$ cat config.mk
export PLATFORM = sky130hd
export DESIGN_NAME = cv32e40p_apu_arbiter
export DESIGN_NICKNAME = d
export VERILOG_FILES = /design/src/rtl/cv32e40p_apu_core_pkg.sv /design/src/rtl/cv32e40p_apu_arb_tag_fifo.sv /design/src/rtl/cv32e40p_apu_arbiter.sv
export SDC_FILE = /design/constraint.sdc
export NUM_CORES = 1
export LEC_CHECK = 0
export BUFFER_PORTS_ARGS = -buffer_cell sky130_fd_sc_hd__buf_2
export CAP_MARGIN = 10
export CORE_AREA = 4 4 172 174
export CTS_BUF_LIST = sky130_fd_sc_hd__clkbuf_4
export DETAILED_ROUTE_END_ITERATION = 10
export DIE_AREA = 0 0 176 178
export PLACE_DENSITY = 0.33
export SLEW_MARGIN = 20
export SYNTH_ARGS = -nofsm -noshare
export SYNTH_HDL_FRONTEND = slang
export SYNTH_SLANG_ARGS = --single-unit
export TNS_END_PERCENT = 20
$ cat constraint.sdc
create_clock -name clk_i -period 2.6 [get_ports clk_i]
set_input_delay 0.13 -clock clk_i [delete_from_list [all_inputs] [get_ports clk_i]]
set_output_delay 0.13 -clock clk_i [all_outputs]
set_load 0.03 [all_outputs]
$ cat src/rtl/cv32e40p_apu_core_pkg.sv
// APU width constants shared by the core-side and unit-side interfaces,
// plus the arbiter FSM encoding and the tag width used by the arbiter.
package cv32e40p_apu_core_pkg;

  parameter int APU_NARGS_CPU    = 3;
  parameter int APU_WOP_CPU      = 6;
  parameter int APU_NDSFLAGS_CPU = 15;
  parameter int APU_NUSFLAGS_CPU = 5;

  // Tags carry a requester index; wide enough for the largest NUM_REQ (8).
  localparam int APU_ARB_TAG_W = 3;

  // Arbiter FSM encoding, kept as plain constants for legacy tools.
  typedef logic [0:0] apu_arb_state_t;
  localparam apu_arb_state_t ARB_IDLE = 1'b0;
  localparam apu_arb_state_t ARB_WAIT = 1'b1;

endpackage

$ cat src/rtl/cv32e40p_apu_arb_tag_fifo.sv
// Tag FIFO: remembers which requester owns each outstanding APU operation,
// in grant order. DEPTH must be a power of two so pointers wrap naturally.
module cv32e40p_apu_arb_tag_fifo
  import cv32e40p_apu_core_pkg::*;
#(
  parameter int DEPTH = 4,
  parameter int WIDTH = APU_ARB_TAG_W
) (
  input  logic             clk_i,
  input  logic             rst_ni,
  input  logic             push_i,
  input  logic [WIDTH-1:0] data_i,
  input  logic             pop_i,
  output logic             full_o,
  output logic             empty_o,
  output logic [WIDTH-1:0] head_o
);

  localparam int PTR_W = $clog2(DEPTH);

  logic [WIDTH-1:0] mem_r [DEPTH];
  logic [PTR_W-1:0] wr_ptr_r;
  logic [PTR_W-1:0] rd_ptr_r;
  logic [PTR_W:0]   cnt_r;
  logic             push_ok_s;
  logic             pop_ok_s;

  // Status flags and qualified push/pop strobes.
  always_comb begin
    full_o    = (cnt_r == (PTR_W+1)'(DEPTH));
    empty_o   = (cnt_r == '0);
    push_ok_s = push_i & ~full_o;
    pop_ok_s  = pop_i & ~empty_o;
    head_o    = mem_r[rd_ptr_r];
  end

  // Storage array; contents need no reset because the count guards reads.
  always_ff @(posedge clk_i) begin
    if (push_ok_s) begin
      mem_r[wr_ptr_r] <= data_i;
    end
  end

  // Pointer and occupancy tracking; simultaneous push and pop keep the count.
  always_ff @(posedge clk_i) begin
    if (!rst_ni) begin
      wr_ptr_r <= '0;
      rd_ptr_r <= '0;
      cnt_r    <= '0;
    end else begin
      if (push_ok_s) begin
        wr_ptr_r <= wr_ptr_r + PTR_W'(1);
      end
      if (pop_ok_s) begin
        rd_ptr_r <= rd_ptr_r + PTR_W'(1);
      end
      case ({push_ok_s, pop_ok_s})
        2'b10:   cnt_r <= cnt_r + (PTR_W+1)'(1);
        2'b01:   cnt_r <= cnt_r - (PTR_W+1)'(1);
        default: cnt_r <= cnt_r;
      endcase
    end
  end

endmodule

$ cat src/rtl/cv32e40p_apu_arbiter.sv
// Arbiter sharing one APU among NUM_REQ core-side requesters. A winner is
// picked combinationally, held through a stalled handshake, and its index is
// queued so responses are routed back in grant order.
// Define CV32E40P_APU_ARB_RR_EN for round-robin arbitration; otherwise fixed
// priority (lowest index wins).
module cv32e40p_apu_arbiter
  import cv32e40p_apu_core_pkg::*;
#(
  parameter int NUM_REQ   = 2,
  parameter int TAG_DEPTH = 4
) (
  input  logic                                              clk_i,
  input  logic                                              rst_ni,
  input  logic [NUM_REQ-1:0]                                core_apu_req_i,
  output logic [NUM_REQ-1:0]                                core_apu_gnt_o,
  input  logic [NUM_REQ-1:0][APU_NARGS_CPU-1:0][31:0]       core_apu_operands_i,
  input  logic [NUM_REQ-1:0][APU_WOP_CPU-1:0]               core_apu_op_i,
  input  logic [NUM_REQ-1:0][2:0]                           core_apu_type_i,
  input  logic [NUM_REQ-1:0][APU_NDSFLAGS_CPU-1:0]          core_apu_flags_i,
  output logic [NUM_REQ-1:0]                                core_apu_rvalid_o,
  output logic [31:0]                                       core_apu_result_o,
  output logic [APU_NUSFLAGS_CPU-1:0]                       core_apu_flags_o,
  output logic                                              apu_req_o,
  input  logic                                              apu_gnt_i,
  output logic [APU_NARGS_CPU-1:0][31:0]                    apu_operands_o,
  output logic [APU_WOP_CPU-1:0]                            apu_op_o,
  output logic [2:0]                                        apu_type_o,
  output logic [APU_NDSFLAGS_CPU-1:0]                       apu_flags_o,
  input  logic                                              apu_rvalid_i,
  input  logic [31:0]                                       apu_result_i,
  input  logic [APU_NUSFLAGS_CPU-1:0]                       apu_flags_i,
  output logic                                              busy_o,
  output logic                                              spurious_rsp_o
);

  localparam int IDX_W = (NUM_REQ > 1) ? $clog2(NUM_REQ) : 1;

  apu_arb_state_t             state_r;
  logic [IDX_W-1:0]           winner_r;
  logic [IDX_W-1:0]           pick_s;
  logic                       found_s;
  logic [IDX_W-1:0]           winner_s;
  logic                       valid_s;
  logic                       req_s;
  logic                       hs_s;
  logic                       pop_s;
  logic                       fifo_full_s;
  logic                       fifo_empty_s;
  logic [APU_ARB_TAG_W-1:0]   fifo_head_s;
  logic                       spurious_r;

`ifdef CV32E40P_APU_ARB_RR_EN
  logic [IDX_W-1:0] prio_r;
  int               dist_s;
  int               best_s;

  // Round-robin pick: the asserted request closest at/after the pointer wins.
  always_comb begin
    pick_s  = '0;
    found_s = 1'b0;
    best_s  = NUM_REQ;
    dist_s  = 0;
    for (int i = 0; i < NUM_REQ; i++) begin
      dist_s = (i >= int'(prio_r)) ? (i - int'(prio_r)) : (i + NUM_REQ - int'(prio_r));
      if (core_apu_req_i[i] && (dist_s < best_s)) begin
        best_s  = dist_s;
        pick_s  = IDX_W'(i);
        found_s = 1'b1;
      end else begin
        best_s = best_s;
      end
    end
  end

  // Priority pointer moves just past the winner of every handshake.
  always_ff @(posedge clk_i) begin
    if (!rst_ni) begin
      prio_r <= '0;
    end else if (hs_s) begin
      prio_r <= (int'(winner_s) == NUM_REQ - 1) ? '0 : winner_s + IDX_W'(1);
    end
  end
`else
  // Fixed priority pick: scanning downward leaves the lowest asserted index.
  always_comb begin
    pick_s  = '0;
    found_s = 1'b0;
    for (int i = NUM_REQ - 1; i >= 0; i--) begin
      if (core_apu_req_i[i]) begin
        pick_s  = IDX_W'(i);
        found_s = 1'b1;
      end else begin
        found_s = found_s;
      end
    end
  end
`endif

  // While stalled the latched winner is held and its own request qualifies it.
  always_comb begin
    if (state_r == ARB_WAIT) begin
      winner_s = winner_r;
      valid_s  = core_apu_req_i[winner_r];
    end else begin
      winner_s = pick_s;
      valid_s  = found_s;
    end
    req_s = rst_ni & valid_s & ~fifo_full_s;
    hs_s  = req_s & apu_gnt_i;
    pop_s = rst_ni & apu_rvalid_i & ~fifo_empty_s;
  end

  // Output drive; everything is forced low while reset is asserted.
  always_comb begin
    apu_req_o         = req_s;
    apu_operands_o    = rst_ni ? core_apu_operands_i[winner_s] : '0;
    apu_op_o          = rst_ni ? core_apu_op_i[winner_s]       : '0;
    apu_type_o        = rst_ni ? core_apu_type_i[winner_s]     : '0;
    apu_flags_o       = rst_ni ? core_apu_flags_i[winner_s]    : '0;
    core_apu_result_o = rst_ni ? apu_result_i                  : '0;
    core_apu_flags_o  = rst_ni ? apu_flags_i                   : '0;
    busy_o            = rst_ni & ~fifo_empty_s;
    spurious_rsp_o    = rst_ni & spurious_r;
    core_apu_gnt_o    = '0;
    core_apu_rvalid_o = '0;
    for (int i = 0; i < NUM_REQ; i++) begin
      core_apu_gnt_o[i]    = hs_s  && (winner_s == IDX_W'(i));
      core_apu_rvalid_o[i] = pop_s && (fifo_head_s == APU_ARB_TAG_W'(i));
    end
  end

  // Arbiter FSM: a stalled request locks the winner until handshake or drop.
  always_ff @(posedge clk_i) begin
    if (!rst_ni) begin
      state_r  <= ARB_IDLE;
      winner_r <= '0;
    end else begin
      case (state_r)
        ARB_IDLE: begin
          if (req_s && !apu_gnt_i) begin
            state_r  <= ARB_WAIT;
            winner_r <= winner_s;
          end
        end
        ARB_WAIT: begin
          if (hs_s || !valid_s) begin
            state_r <= ARB_IDLE;
          end
        end
        default: state_r <= ARB_IDLE;
      endcase
    end
  end

  // Sticky flag for a response that arrives with nothing outstanding.
  always_ff @(posedge clk_i) begin
    if (!rst_ni) begin
      spurious_r <= 1'b0;
    end else if (apu_rvalid_i && fifo_empty_s) begin
      spurious_r <= 1'b1;
    end
  end

  cv32e40p_apu_arb_tag_fifo #(
    .DEPTH (TAG_DEPTH),
    .WIDTH (APU_ARB_TAG_W)
  ) u_tag_fifo (
    .clk_i   (clk_i),
    .rst_ni  (rst_ni),
    .push_i  (hs_s),
    .data_i  (APU_ARB_TAG_W'(winner_s)),
    .pop_i   (pop_s),
    .full_o  (fifo_full_s),
    .empty_o (fifo_empty_s),
    .head_o  (fifo_head_s)
  );

endmodule

== Word level (Yosys, flattened, before mapping) ==
Memories as Yosys holds them, arrays and structs flattened. A register that Yosys moved wholly into a read port is not among the register bits.
Cells that the tools add are included.

* Input bits: 283
* Memory bits (writable): 4
* Memories: 1
* Register bits after elaboration: 10

{| class="wikitable"
|+ Memories
! name !! words !! width !! read ports !! clocked after memory_dff !! wr ports !! RTL line !! text
|-
| u_tag_fifo.mem_r || 4 || 1 || 1 || 1 || 1 || cv32e40p_apu_arb_tag_fifo.sv:21 || <nowiki>logic [WIDTH-1:0] mem_r [DEPTH];</nowiki>
|}

* Multiplexer cells: 29
* Reduce and logical (&&, ||, !) cells: 13
* Magnitude comparators: 2
* Bitwise operators: 13
* $add $sub $neg: 4
* Equality and inequality tests: 4

{| class="wikitable"
|+ Operators by type and width
! operator !! number
|-
| two-way mux 96 bit || 3
|-
| two-way mux 15 bit || 3
|-
| two-way mux 32 bit || 1
|-
| two-way mux 6 bit || 3
|-
| two-way mux 1 bit || 11
|-
| AND 1 bit || 9
|-
| two-way mux 3 bit || 3
|-
| logical AND 1 bit || 6
|-
| zero test 3 bit || 2
|-
| one-hot mux 3 bit (2 select lines) || 1
|-
| two-way mux 5 bit || 1
|-
| adder 2 x 1 -> 2 bit (second input constant) || 2
|-
| < comparator 1 x 2 -> 1 bit (second input constant) || 2
|-
| two-way mux 2 bit || 2
|-
| NOT 1 bit || 4
|-
| adder 3 x 1 -> 3 bit (second input constant) || 1
|-
| == test 3 x 1 -> 1 bit (second input constant) || 1
|-
| == test 3 bit (second input constant) || 1
|-
| subtractor 3 x 1 -> 3 bit (second input constant) || 1
|-
| == test 2 x 1 -> 1 bit (second input constant) || 1
|-
| == test 2 bit (second input constant) || 1
|-
| zero test 1 bit || 2
|-
| one-hot mux 1 bit (2 select lines) || 1
|-
| AND reduction 2 bit || 1
|-
| 2 further kinds || 2
|}

== Longest topological paths before layout ==
* Depth in word-level cells: 9
* Mapped depth: 10
* Depth with buffers taken out: 9

== Cells and area by module ==
From an unflattened synthesis, not the netlist that was laid out.

* Cells, all modules: 568
* Area total of the unflattened synthesis: 4367.9 µm²

{| class="wikitable"
|+ Modules (own cells, without submodules)
! module !! times used !! cells each !! area an instance (µm²)
|-
| cv32e40p_apu_arbiter || 1 || 499 || 3445.8
|-
| cv32e40p_apu_arb_tag_fifo || 1 || 69 || 922.1
|}

== Least setup slack after synthesis ==
Ideal clock, no wire load.

* Path kind: register -> register
* Start: register u_tag_fifo.cnt_r[0]
* End: register u_tag_fifo.cnt_r[2]
* Data required time: 2.530 ns
* Path slack: 0.323 ns
* Library setup time: 0.070 ns
* Data arrival time: 2.207 ns
* Stages on the path, launching flop included: 8
* Cell sequence: dfxtp_1 > o31a_1 > and2_0 > ha_1 > fa_1 > xnor2_1 > or3_1 > a21oi_1

{| class="wikitable"
|+ RTL lines
! item !! RTL line !! text
|-
| start: declaration || cv32e40p_apu_arb_tag_fifo.sv:24 || <nowiki>logic [PTR_W:0] cnt_r;</nowiki>
|-
| start signal: assignment || cv32e40p_apu_arb_tag_fifo.sv:58 || <nowiki>2'b10: cnt_r <= cnt_r + (PTR_W+1)'(1);</nowiki>
|-
| start signal: assignment || cv32e40p_apu_arb_tag_fifo.sv:59 || <nowiki>2'b01: cnt_r <= cnt_r - (PTR_W+1)'(1);</nowiki>
|-
| start signal: assignment || cv32e40p_apu_arb_tag_fifo.sv:60 || <nowiki>default: cnt_r <= cnt_r;</nowiki>
|-
| zero test 3 bit * || cv32e40p_apu_arb_tag_fifo.sv:31 || <nowiki>empty_o = (cnt_r == '0);</nowiki>
|-
| NOT 1 bit * || cv32e40p_apu_arb_tag_fifo.sv:33, cv32e40p_apu_arbiter.sv:110 ||
|-
| AND 1 bit || cv32e40p_apu_arbiter.sv:110 || <nowiki>pop_s = rst_ni & apu_rvalid_i & ~fifo_empty_s;</nowiki>
|-
| AND 1 bit * || cv32e40p_apu_arb_tag_fifo.sv:33 || <nowiki>pop_ok_s = pop_i & ~empty_o;</nowiki>
|-
| via u_tag_fifo.pop_ok_s || cv32e40p_apu_arb_tag_fifo.sv:26 || <nowiki>logic pop_ok_s;</nowiki>
|-
| == test 2 x 1 -> 1 bit or == test 2 bit (tied branches) || cv32e40p_apu_arb_tag_fifo.sv:57 || <nowiki>case ({push_ok_s, pop_ok_s})</nowiki>
|-
| one-hot mux 3 bit (2 select lines) or nonzero test 2 bit (tied branches) || -- ||
|}

Mark *: on every way through the listed nets, which the timed path passes. The rest lies on a longest branch.
A chain may end at the register's enable or synchronous reset.

==> results.yml <==
logic_synthesis:
  ys_warn_count: 0
  netlist-cell-type-count: 32
  syn_area_sq_mm: 0.002769
  synth_flop_cell: "dfxtp_1"
  async_flop_share: 0
  synthCells: 522
  seq_area_frac_synth: 0.1301
  avgSynthCellArea_sq_um: 5.304
  synth-seq-cells: 16
  syn-num-nets: 811
  yosys.area.top_type: "nand2_1"
  yosys.area.top_type_share: 0.3348
  synth.area.top_cells: "nand2_1 (33%), a21oi_1 (23%), and2_1 (9.5%)"
  synth_edf_count: 4
critical_path:
  worstPathRequired_ns: 2.47
  crit_arrival_ns: 2.18
  worstReg2RegStart: "u_tag_fifo.cnt_r[0]$_SDFFE_PN0P_"
  endpoint_kind: "output pin"
  critPathLaunchType: "flop"
  worstSetupPathType: "reg2out"
  critPathLaunch: "state_r$_SDFF_PN0_"
  crit_fanout: 36
global_routing:
  grt_pass1_wl_mm: 27.72
  grt_max_degree: 71
  grt_pass1_vias: 4902
  grt-ovfl-total: 0
  grt_antenna_before_repair: 1
  track_usage: 0.1101
hold_path:
  hold_start: "core_apu_req_i[0]"
  hp-class: "in2reg"
job:
  drv_cap: 0
place:
  dp_hpwl_mm: 16.37
  dp_slack_ns: 0.3637
  io_buffer_count: 446
  gp_congestion: 0.7602
clock_tree:
  cts_tree: "done"
  clock_latency_ns: 0.29
  clockBufferDepth: 2
  ctsHtreeMaxLevel: 1
  clock_sink_count: 16
  postCtsResizedCells: 0
  postCtsSetupBuffers: 0
  cts_buffers: 3
  root_buffer: "clkbuf_4"
  cts.clk_slew.worst_paths_ns: 0.11
  ctsHoldBuffers: 0
cells_and_area:
  fin_util: 0.1960
  final.fill_count: 3361
  seqCellArea_sq_um: 360.3
  nNetsFinal: 1229
  final_layout_size_suffix_gt1_frac: 0.4963
  synthToLayoutAreaGrowth_pct: 96.61
  multi_input_area_sq_mm: 0.002161
  layout_common_cells: "buf_2 (446), nand2_1 (247), a21oi_1 (125)"
  final_common_cell: "buf_2"
timing:
  hold_viol_final: 0
  final-max-slew-violation-count: 0
  rsz0062_at_grt: "no"
  final.min_clock_period_ns: 2.305
  finalSetupViolations: 0
  fin_worst_skew_ns: 0.008264
  min_period_over_period: 0.8867
  slew-limit-headroom: 0.6524
  tightest_slew_ns: 0.5214
  max_freq_ghz: 0.4338
  setup_slack_ns: 0.2947
  finalSetupTns_ns: 0
floorplanning:
  die_height_um: 178
  start_util: 0.09967
  num_rows: 61
  core_area_sq_mm: 0.02778
  die_w_um: 176
  pin_count: 447
  die_area_sq_mm: 0.03133
route:
  ant_nets: 0
  vias: 4897
  viasPerCell: 3.715
  firstDrtPassIters: 7
  drtIter0Drc: 202
  drt_wl_total_mm: 19.63
  drc: 0
  post_drt_wl_per_cell_um: 14.89
pwr:
  p_total_mw: 1.567
  power_density_mw_per_mm2: 287.8
  leakagePower_nw: 3.157
  peakVddDrop_v: 0.0001251
status:
  status: "finished, final reports clean"
metrics by stage:
step	std cells	hold WS, ns	instance area (sq um)
2_1_floorplan	522	0.2266	2769
3_3_place_gp	1313	0.3935	5415
3_5_place_dp	1313	0.3989	5415
4_1_cts	1317	0.07951	5441
5_1_grt	1318	0.09330	5444
6_report	1318	0.08754	5444
worst max-delay path: stages (launching register included):
cell	delay [ns]
dfxtp_1	0.45
nand2_1	0.10
a21boi_4	0.18
inv_4	0.36
buf_12	0.26
nand2_1	0.07
a21oi_1	0.21
buf_2	0.24
final timing paths:
path / to / slack [ns] / cells after the start
worst max-delay path: apu_operands_o[60] / 0.29 / 7
worst min-delay path: winner_r$_SDFFE_PN0P_ / 0.09 / 2
worst max register to register: u_tag_fifo.cnt_r[2]$_SDFFE_PN0P_ / 0.34 / 7
worst min register to register: u_tag_fifo.rd_ptr_r[1]$_SDFFE_PN0P_ / 0.47 / 1
Yosys cell counts (all sizes together) (2+ instances only):
library cell,count
nand2,247
a21oi,125
and2,43
buf,30
clkbuf,15
dfxtp,12
nor2,11
ha,5
inv,5
mux2i,5
edfxtp,4
a211oi,2
o21ai,2
xnor2,2
layout make-up:
type	count	area share
Sequential cell	16	0.06619
Tap cell	378	0.08688
Timing Repair Buffer	458	0.4404
Multi-Input combinational cell	456	0.3969
Antenna cell	1	0.0004597
Inverter	5	0.004367
Clock buffer	3	0.004137
Clock inverter	1	0.0006895
per-layer routing:
| layer | global-route usage | share of wire |
|---|---|---|
| met5 | 0 | 0 |
| met4 | 0.004873 | 0.00031 |
| met3 | 0.02120 | 0.082 |
| met2 | 0.2169 | 0.53 |
| met1 | 0.1291 | 0.39 |
power breakdown:
| part | internal, mW | switching [mW] | leakage [nW] |
|---|---|---|---|
| Clock | 0.0557 | 0.0841 | 0.0154 |
| Sequential | 0.270 | 0.0154 | 0.135 |
| Combinational | 0.409 | 0.733 | 3.01 |
| Total | 0.734 | 0.833 | 3.16 |
cells by family (layout without fill, tap and decap cells):
kind of cell	after synthesis	count (layout)	share of synthesized area
and+or+nand+nor	308	308	0.4636
AOI/OAI and AO/OA	133	133	0.2512
buffers and inverters	50	467	0.08947
DFF	16	16	0.1301
adders and majority gates	6	6	0.02982
muxes	6	6	0.02621
xor gates and xnor gates	3	3	0.009491
other	0	1	0
Power figures use the tool's default switching activity.
